**src/rtl/puf_response_engine_pkg.sv**
```systemverilog
// Shared types, defaults and helpers for the arbiter-PUF response engine.
package puf_pkg;

    localparam int C_LENGTH_DEF      = 8;
    localparam int N_CHAINS_DEF      = 4;
    localparam int N_VOTES_DEF       = 5;
    localparam int SETTLE_CYCLES_DEF = 4;

    // Mask used only by the behavioural chain model in simulation builds.
    localparam logic [7:0] SIM_MASK = 8'hA5;

    typedef enum logic [2:0] {
        ST_IDLE,
        ST_LAUNCH,
        ST_SETTLE,
        ST_SAMPLE,
        ST_RECOVER,
        ST_DONE
    } state_e;

    function automatic int vote_cnt_w(input int n);
        return (n < 1) ? 1 : $clog2(n + 1);
    endfunction

endpackage

```
**src/rtl/puf_response_engine_if.sv**
```systemverilog
// Challenge/response handshake bundle between the pin wrapper and the engine.
interface puf_response_engine_if
    import puf_pkg::*;
#(
    parameter int C_LENGTH = C_LENGTH_DEF,
    parameter int N_CHAINS = N_CHAINS_DEF
) ();
    logic                i_valid;
    logic [C_LENGTH-1:0] i_challenge;
    logic                o_ready;
    logic                o_valid;
    logic [N_CHAINS-1:0] o_response;
    logic [N_CHAINS-1:0] o_unstable;
    logic                i_ready;

    modport master (
        output i_valid, i_challenge, i_ready,
        input  o_ready, o_valid, o_response, o_unstable
    );

    modport slave (
        input  i_valid, i_challenge, i_ready,
        output o_ready, o_valid, o_response, o_unstable
    );
endinterface

```
**src/rtl/puf_response_engine_delay_chain.sv**
```systemverilog
// One arbiter-PUF delay chain: crossed mux pairs racing into an arbiter flop.
// SYNTHESIS builds the real structure; otherwise a parity model stands in.
module puf_delay_chain
    import puf_pkg::*;
#(
    parameter int C_LENGTH = C_LENGTH_DEF
) (
    input  logic [C_LENGTH-1:0] challenge_i,
    input  logic                pulse_i,
    output logic                arb_o
);
`ifdef SYNTHESIS
    (* dont_touch = "true" *) logic [C_LENGTH:0] top_w;
    (* dont_touch = "true" *) logic [C_LENGTH:0] bot_w;
    (* dont_touch = "true" *) logic              arb_q;

    assign top_w[0] = pulse_i;
    assign bot_w[0] = pulse_i;

    // A set challenge bit swaps the two race paths at that stage.
    for (genvar gi = 0; gi < C_LENGTH; gi++) begin : gen_stage
        assign top_w[gi+1] = challenge_i[gi] ? bot_w[gi] : top_w[gi];
        assign bot_w[gi+1] = challenge_i[gi] ? top_w[gi] : bot_w[gi];
    end

    always_ff @(posedge top_w[C_LENGTH]) begin
        arb_q <= bot_w[C_LENGTH];
    end
`else
    localparam logic [C_LENGTH-1:0] MASK = C_LENGTH'(SIM_MASK);
    logic arb_q;

    always_ff @(posedge pulse_i) begin
        arb_q <= ^(challenge_i & MASK);
    end
`endif
    assign arb_o = arb_q;
endmodule

```
**src/rtl/puf_response_engine.sv**
```systemverilog
// Multi-chain arbiter-PUF controller: repeated launches, majority vote per chain.
// Optional PUF_STABILITY_EN flags chains whose votes were not unanimous.
module puf_response_engine
    import puf_pkg::*;
#(
    parameter int C_LENGTH      = C_LENGTH_DEF,
    parameter int N_CHAINS      = N_CHAINS_DEF,
    parameter int N_VOTES       = N_VOTES_DEF,
    parameter int SETTLE_CYCLES = SETTLE_CYCLES_DEF
) (
    input  logic                 clk,
    input  logic                 rst_n,
    input  logic                 ena,
    puf_response_engine_if.slave bus
);
    localparam int CW = vote_cnt_w(N_VOTES);
    localparam int SW = vote_cnt_w(SETTLE_CYCLES);
    localparam logic [SW-1:0] TICK_LAST = SW'(SETTLE_CYCLES - 1);
    localparam logic [CW-1:0] VOTE_LAST = CW'(N_VOTES - 1);
    localparam logic [CW-1:0] VOTE_HALF = CW'(N_VOTES / 2);

    state_e              state_q, state_d;
    logic                ready_q, ready_d, valid_q, valid_d;
    logic                pulse_q, pulse_d;
    logic [SW-1:0]       tick_q, tick_d;
    logic [CW-1:0]       vote_q, vote_d;
    logic [C_LENGTH-1:0] chal_q, chal_d;
    logic [N_CHAINS-1:0] resp_q, resp_d, unst_q, unst_d;
    logic [N_CHAINS-1:0] sync1_q, sync2_q, arb_bus_w, maj_w, diff_w;
    logic                tick_done, accept, launch, sample, run_tick;

    assign tick_done = (tick_q == TICK_LAST);

    always_ff @(posedge clk) begin
        if (!rst_n) state_q <= ST_IDLE;
        else        state_q <= state_d;
    end

    always_comb begin
        state_d = state_q;
        if (ena) begin
            case (state_q)
                ST_IDLE:    if (bus.i_valid && ready_q) state_d = ST_LAUNCH;
                ST_LAUNCH:  state_d = ST_SETTLE;
                ST_SETTLE:  if (tick_done) state_d = ST_SAMPLE;
                ST_SAMPLE:  state_d = ST_RECOVER;
                ST_RECOVER: if (tick_done) state_d = (vote_q == VOTE_LAST) ? ST_DONE : ST_LAUNCH;
                ST_DONE:    if (bus.i_ready && valid_q) state_d = ST_IDLE;
                default:    state_d = ST_IDLE;
            endcase
        end
    end

    // Handshake outputs are registered from the next state, so ena=0 drops them.
    always_comb begin
        accept   = ena && (state_q == ST_IDLE) && bus.i_valid && ready_q;
        launch   = ena && (state_q == ST_LAUNCH);
        sample   = ena && (state_q == ST_SAMPLE);
        run_tick = ena && ((state_q == ST_SETTLE) || (state_q == ST_RECOVER));
        ready_d  = ena && (state_d == ST_IDLE);
        valid_d  = ena && (state_d == ST_DONE);
    end

    always_comb begin
        chal_d  = accept ? bus.i_challenge : chal_q;
        pulse_d = launch ? 1'b1 : (sample ? 1'b0 : pulse_q);
        tick_d  = tick_q;
        if (run_tick) tick_d = tick_done ? '0 : tick_q + 1'b1;
        vote_d  = vote_q;
        if (accept) vote_d = '0;
        else if (ena && (state_q == ST_RECOVER) && tick_done && (vote_q != VOTE_LAST))
            vote_d = vote_q + 1'b1;
        resp_d  = (state_d == ST_DONE) ? maj_w  : resp_q;
        unst_d  = (state_d == ST_DONE) ? diff_w : unst_q;
    end

    always_ff @(posedge clk) begin
        if (!rst_n) begin
            ready_q <= 1'b0;
            valid_q <= 1'b0;
            pulse_q <= 1'b0;
            tick_q  <= '0;
            vote_q  <= '0;
            chal_q  <= '0;
            resp_q  <= '0;
            unst_q  <= '0;
            sync1_q <= '0;
            sync2_q <= '0;
        end else begin
            ready_q <= ready_d;
            valid_q <= valid_d;
            pulse_q <= pulse_d;
            tick_q  <= tick_d;
            vote_q  <= vote_d;
            chal_q  <= chal_d;
            resp_q  <= resp_d;
            unst_q  <= unst_d;
            sync1_q <= arb_bus_w;
            sync2_q <= sync1_q;
        end
    end

    for (genvar gi = 0; gi < N_CHAINS; gi++) begin : gen_chain
        logic [C_LENGTH-1:0] rot_w;
        logic                arb_w;
        logic [CW-1:0]       count_q, count_d;

        // Chain gi sees the challenge rotated left by gi bits.
        assign rot_w = C_LENGTH'({chal_q, chal_q} >> (C_LENGTH - (gi % C_LENGTH)));

        (* dont_touch = "true" *)
        puf_delay_chain #(.C_LENGTH(C_LENGTH)) u_chain (
            .challenge_i (rot_w),
            .pulse_i     (pulse_q),
            .arb_o       (arb_w)
        );
        assign arb_bus_w[gi] = arb_w;

        assign count_d = accept ? '0 : (sample ? count_q + CW'(sync2_q[gi]) : count_q);
        always_ff @(posedge clk) begin
            if (!rst_n) count_q <= '0;
            else        count_q <= count_d;
        end
        assign maj_w[gi] = (count_q > VOTE_HALF);

`ifdef PUF_STABILITY_EN
        logic first_q, first_d, diff_q, diff_d;
        always_comb begin
            first_d = first_q;
            diff_d  = diff_q;
            if (accept) diff_d = 1'b0;
            else if (sample) begin
                if (vote_q == '0)                  first_d = sync2_q[gi];
                else if (sync2_q[gi] != first_q)   diff_d  = 1'b1;
            end
        end
        always_ff @(posedge clk) begin
            if (!rst_n) begin
                first_q <= 1'b0;
                diff_q  <= 1'b0;
            end else begin
                first_q <= first_d;
                diff_q  <= diff_d;
            end
        end
        assign diff_w[gi] = diff_q;
`else
        assign diff_w[gi] = 1'b0;
`endif
    end

    assign bus.o_ready    = ready_q;
    assign bus.o_valid    = valid_q;
    assign bus.o_response = resp_q;
    assign bus.o_unstable = unst_q;
endmodule

```
**src/flat_wrapper.sv**
```systemverilog
// flat-port wrapper written by rule: the top's interface ports become plain ports
module puf_response_engine_flat import puf_pkg::*;
#(
    parameter int C_LENGTH      = C_LENGTH_DEF,
    parameter int N_CHAINS      = N_CHAINS_DEF,
    parameter int N_VOTES       = N_VOTES_DEF,
    parameter int SETTLE_CYCLES = SETTLE_CYCLES_DEF
)
  (clk, rst_n, ena, bus_i_valid, bus_i_challenge, bus_i_ready, bus_o_ready, bus_o_valid, bus_o_response, bus_o_unstable);
  puf_response_engine_if #(.C_LENGTH(C_LENGTH), .N_CHAINS(N_CHAINS)) bus_i ();
  input  logic clk;
  input  logic rst_n;
  input  logic ena;
  input wire logic [$bits(bus_i.i_valid)-1:0] bus_i_valid;
  input wire logic [$bits(bus_i.i_challenge)-1:0] bus_i_challenge;
  input wire logic [$bits(bus_i.i_ready)-1:0] bus_i_ready;
  output wire logic [$bits(bus_i.o_ready)-1:0] bus_o_ready;
  output wire logic [$bits(bus_i.o_valid)-1:0] bus_o_valid;
  output wire logic [$bits(bus_i.o_response)-1:0] bus_o_response;
  output wire logic [$bits(bus_i.o_unstable)-1:0] bus_o_unstable;
  assign bus_i.i_valid = bus_i_valid;
  assign bus_i.i_challenge = bus_i_challenge;
  assign bus_i.i_ready = bus_i_ready;
  assign bus_o_ready = bus_i.o_ready;
  assign bus_o_valid = bus_i.o_valid;
  assign bus_o_response = bus_i.o_response;
  assign bus_o_unstable = bus_i.o_unstable;
  puf_response_engine #(.C_LENGTH(C_LENGTH), .N_CHAINS(N_CHAINS), .N_VOTES(N_VOTES), .SETTLE_CYCLES(SETTLE_CYCLES)) u_core (.clk(clk), .rst_n(rst_n), .ena(ena), .bus(bus_i));
endmodule
```
**config.mk**
```make
export PLATFORM = sky130hd
export DESIGN_NAME = puf_response_engine_flat
export DESIGN_NICKNAME = d
export VERILOG_FILES = /design/src/rtl/puf_response_engine_pkg.sv /design/src/rtl/puf_response_engine_if.sv /design/src/rtl/puf_response_engine_delay_chain.sv /design/src/rtl/puf_response_engine.sv /design/src/flat_wrapper.sv
export SDC_FILE = /design/constraint.sdc
export NUM_CORES = 1
export LEC_CHECK = 0
export CAP_MARGIN = 25
export CORE_AREA = 2 2 59 61
export DETAILED_ROUTE_END_ITERATION = 8
export DIE_AREA = 0 0 61 63
export GPL_TIMING_DRIVEN = 0
export PLACE_DENSITY = 0.78
export SYNTH_ARGS = -nofsm -noshare
export SYNTH_HDL_FRONTEND = slang
export SYNTH_SLANG_ARGS = --single-unit
```
**constraint.sdc**
```tcl
create_clock -name clk -period 1.7 [get_ports clk]
set_input_delay 0.425 -clock clk [delete_from_list [all_inputs] [get_ports clk]]
set_output_delay 0.425 -clock clk [all_outputs]
set_load 0.03 [all_outputs]
```
==> report_table.html <==
<table>
<tr><th>Metric</th><th>Value</th></tr>
<tr><th colspan="2">Timing</th></tr>
<tr><td>Hold violation count in the final report</td><td>0</td></tr>
<tr><td>Max Clock Skew</td><td>6.04 ps</td></tr>
<tr><td>Unrepaired setup endpoints after global routing</td><td>true</td></tr>
<tr><td>Hold Slack</td><td>about 450 ps</td></tr>
<tr><td>Endpoints left unconstrained</td><td>1</td></tr>
<tr><td>Number of pins exceeding their max-slew limit in the final report</td><td>0</td></tr>
<tr><td>Share of the cycle needed by the critical path after routing</td><td>a little over nine tenths</td></tr>
<tr><td>Final period demand of the worst path</td><td>1660 ps</td></tr>
<tr><td>Endpoints failing setup</td><td>0</td></tr>
<tr><td>Highest clock rate</td><td>between 0.6 and 0.7 GHz</td></tr>
<tr><td>Register pins left without a clock</td><td>1</td></tr>
<tr><th colspan="2">Worst setup path</th></tr>
<tr><td>Arrival time reported for the critical path endpoint</td><td>1930 ps</td></tr>
<tr><td>Cell with the largest stage delay on the worst path</td><td>a2111o_1</td></tr>
<tr><td>Required time of the critical path</td><td>1970 ps</td></tr>
<tr><td>Worst path bufs/invs</td><td>1</td></tr>
<tr><td>Largest stage delay on the critical path</td><td>450 ps</td></tr>
<tr><td>Worst setup path category</td><td>flip-flop to flip-flop</td></tr>
<tr><td>Critical path endpoint category</td><td>flip-flop</td></tr>
<tr><td>Startpoint Class</td><td>flip-flop</td></tr>
<tr><td>Critical path's top delay family</td><td>compound AO/OA/AOI/OAI gates</td></tr>
<tr><td>Worst-path maximum fanout</td><td>4</td></tr>
<tr><td>Cell-by-cell listing of the critical path</td><td>inv_1 &gt; ha_1 &gt; nand2_2 &gt; a2111oi_2 &gt; a2111o_1 &gt; o211ai_4 &gt; mux2i_1</td></tr>
<tr><th colspan="2">Routing</th></tr>
<tr><td>Antenna-violating nets left</td><td>0</td></tr>
<tr><td>Total DRC errors in the routed layout</td><td>0</td></tr>
<tr><td>Starting DRT DRC Count</td><td>42</td></tr>
<tr><td>Routed via count divided by cell count</td><td>approximately 4.8</td></tr>
<tr><td>Router iterations before antenna repair</td><td>4</td></tr>
<tr><td>Avg WL per Cell</td><td>approximately 12 um</td></tr>
<tr><td>Via count</td><td>~1100</td></tr>
<tr><td>Routed wire length</td><td>2740 um</td></tr>
<tr><th colspan="2">Yosys</th></tr>
<tr><td>Synth async-reset ratio</td><td>0%</td></tr>
<tr><td>Distinct cell type count after synthesis</td><td>35</td></tr>
<tr><td>Synthesized instance count</td><td>160</td></tr>
<tr><td>Average cell area after synthesis</td><td>about 9 um^2</td></tr>
<tr><td>Post-synth top flop</td><td>dfxtp_1</td></tr>
<tr><td>Portion of the post-synthesis area used by sequential elements</td><td>42.9%</td></tr>
<tr><td>Count of flip-flops with a built-in enable after synthesis</td><td>0</td></tr>
<tr><td>Yosys synthesis warning count</td><td>0</td></tr>
<tr><td>Post-synthesis cell type with the largest combined area</td><td>dfxtp_1</td></tr>
<tr><td>Area share of the largest cell type after synthesis</td><td>42.9%</td></tr>
<tr><td>Mapped cell area</td><td>0.00145 mm^2</td></tr>
<tr><td>Number of storage elements in the synthesis netlist</td><td>31</td></tr>
<tr><td>Top post-synthesis cells by area</td><td>dfxtp_1 43%, ha_1 9.5%, nand2_1 9.1%, mux2i_1 4.8%, a21oi_1 3.5%</td></tr>
<tr><th colspan="2">Clock network</th></tr>
<tr><td>Longest Clk Path Bufs</td><td>2</td></tr>
<tr><td>Count of hold-fix buffers inserted at cts</td><td>0</td></tr>
<tr><td>TritonCTS clock tree</td><td>done</td></tr>
<tr><td>Number of levels the H-tree was split into</td><td>2</td></tr>
<tr><td>Clock transition time at the flip-flop clock pins of the worst setup and hold paths</td><td>100 ps</td></tr>
<tr><td>CTS buffer count</td><td>5</td></tr>
<tr><td>Clock latency on the worst-skew pair</td><td>~340 ps</td></tr>
<tr><td>Clock tree root buffer cell</td><td>clkbuf_4</td></tr>
<tr><th colspan="2">Floorplanning</th></tr>
<tr><td>Number of rows created at floorplan</td><td>21</td></tr>
<tr><td>Chip Height</td><td>63 um</td></tr>
<tr><td>Die outline area</td><td>0.00384 mm^2</td></tr>
<tr><td>Floorplan die width</td><td>between 60 and 70 um</td></tr>
<tr><td>Floorplan core area</td><td>0.00323 mm^2</td></tr>
<tr><td>Initial Util</td><td>roughly 45%</td></tr>
<tr><td>I/O pins</td><td>23</td></tr>
<tr><th colspan="2">GRT</th></tr>
<tr><td>First-pass GRT wire length</td><td>4210 um</td></tr>
<tr><td>Tot GR Track Use</td><td>15.0%</td></tr>
<tr><td>Largest net degree at the start of global routing</td><td>16</td></tr>
<tr><td>Number of global-route vias before repair</td><td>~950</td></tr>
<tr><td>Grt total ovfl</td><td>0</td></tr>
<tr><td>Antenna violations before repair</td><td>0</td></tr>
<tr><th colspan="2">Cells and area</th></tr>
<tr><td>Filler-free cell count of the finished design</td><td>~230</td></tr>
<tr><td>Most common cell after layout, fill and taps aside</td><td>nand2_1</td></tr>
<tr><td>Share of layout cells above drive strength 1</td><td>20.5%</td></tr>
<tr><td>P&amp;R area growth vs syn</td><td>21.8%</td></tr>
<tr><td>Most used cells in the layout excluding fill and tap cells</td><td>33 x nand2_1, 25 x dfxtp_1, 11 x buf_4</td></tr>
<tr><td>Utilization of the core after routing</td><td>54.5%</td></tr>
<tr><td>Ant. Diodes</td><td>0</td></tr>
<tr><td>Count of nets after finishing</td><td>208</td></tr>
<tr><th colspan="2">Pwr</th></tr>
<tr><td>Leakage power summed over all cells</td><td>just over 0.8 nW</td></tr>
<tr><td>Highest ir drop seen on vdd</td><td>0.000495 V</td></tr>
<tr><td>Overall power after layout</td><td>between 1 and 1.5 mW</td></tr>
<tr><td>Power per unit of standard cell area</td><td>699 mW/mm^2</td></tr>
<tr><th colspan="2">Run status</th></tr>
<tr><td>Run status</td><td>finished, final reports clean</td></tr>
<tr><th colspan="2">Run</th></tr>
<tr><td># Max-Cap Violations</td><td>0</td></tr>
<tr><th colspan="2">Placement</th></tr>
<tr><td>Cell count after placement</td><td>218</td></tr>
<tr><td>Number of port buffers</td><td>9</td></tr>
<tr><td>Gp weighted congestion</td><td>0.829</td></tr>
<tr><td>Estimated wirelength of the detail-placed design</td><td>1720 um</td></tr>
<tr><th colspan="2">Hold path</th></tr>
<tr><td>Min-Delay Path Class</td><td>flip-flop to flip-flop</td></tr>
</table>
[kinds of logic after synthesis]
| family | count (synthesis) | share of synthesized area [%] |
|---|---|---|
| muxes | 7 | 4.84 |
| DFF | 31 | 42.9 |
| adders and majority gates | 11 | 9.51 |
| AOI/OAI and AO/OA | 24 | 11.5 |
| buffers and inverters | 15 | 5.70 |
| and+or+nand+nor | 63 | 20.5 |
| other | 1 | 0.259 |
| xor gates and xnor gates | 8 | 4.84 |
[path summary, 6_finish.rpt]
kind                                        start                  endpoint  slack, ps  cells past startpoint
worst min-delay path            u_core.sync1_q[0]         u_core.sync2_q[0]        450                      1
worst max register to register   u_core.vote_q[0]  u_core.bus.o_response[3]         40                      7
worst max-delay path             u_core.vote_q[0]  u_core.bus.o_response[3]         40                      7
worst min register to register  u_core.sync1_q[0]         u_core.sync2_q[0]        450                      1
[worst register-to-register path: stages, from the launching register on]
cell       delay, ps
dfxtp_2          340
inv_1             60
ha_1             210
nand2_2          100
a2111oi_2         70
a2111o_1         450
o211ai_4         160
mux2i_1          210
[registers in the layout (all words and copies together), names as in the netlist]
signal,count
u_core.bus.o_ready,1
u_core.bus.o_response,4
u_core.bus.o_valid,1
u_core.gen_chain.count_q,12
u_core.gen_chain.u_chain.arb_o,1
u_core.pulse_q,1
u_core.state_q,3
u_core.sync1_q,1
u_core.sync2_q,1
u_core.tick_q,3
u_core.vote_q,3
[per-layer routing]
metal | track usage (%) | share of wire (%) | vias up
li1 | - | - | 576
met1 | 19.3 | 45 | 505
met2 | 20.4 | 49 | 19
met3 | 6.21 | 4.1 | 6
met4 | 9.24 | 2.0 | 0
met5 | 0 | 0 | -
[stage by stage]
stage | cell area (um^2) | setup slack, ps | setup TNS (ps)
after floorplan | 1460 | 64.6 | 0
after global placement | 1610 | -538 | -9020
after detailed placement | 1610 | -531 | -8810
after CTS | 1680 | 6.08 | 0
after global routing | 1760 | -61.5 | -168
final | 1760 | 41.3 | 0
[power breakdown]
part,switching [mW],internal (mW),total (mW)
registers,0.00345,0.706,0.710
logic,0.0445,0.0240,0.0685
clock network,0.254,0.200,0.454
total,0.302,0.930,1.23
[cell type report]
type / count / area (um^2)
Fill cell: 309 / 1470
Multi-Input combinational cell: 117 / 810
Sequential cell: 31 / 628
Timing Repair Buffer: 16 / 134
Buffer: 9 / 58.8
Tap cell: 46 / 57.6
Clock buffer: 7 / 55.1
Inverter: 4 / 15.0
Clock inverter: 1 / 5.00
[synthesized netlist by cell type, types with 2 or more instances]
| library cell | n |
|---|---|
| nor2_1 | 9 |
| buf_4 | 4 |
| o21ai_0 | 2 |
| xnor2_1 | 3 |
| and2_1 | 4 |
| mux2i_1 | 7 |
| ha_1 | 11 |
| nor2b_1 | 3 |
| a21oi_1 | 10 |
| inv_1 | 4 |
| nor4_1 | 2 |
| nand2_1 | 35 |
| clkbuf_1 | 3 |
| nand3b_1 | 2 |
| buf_2 | 3 |
| a21o_1 | 4 |
| dfxtp_1 | 31 |
| xor2_1 | 5 |
| o211a_1 | 2 |
[timing repair]
action                     CTS  global route
gates resized for setup     12            12
buffers inserted             2             5
setup endpoints to repair   20            23
pin swaps                    1             3
(Power assumes the default switching activity.)
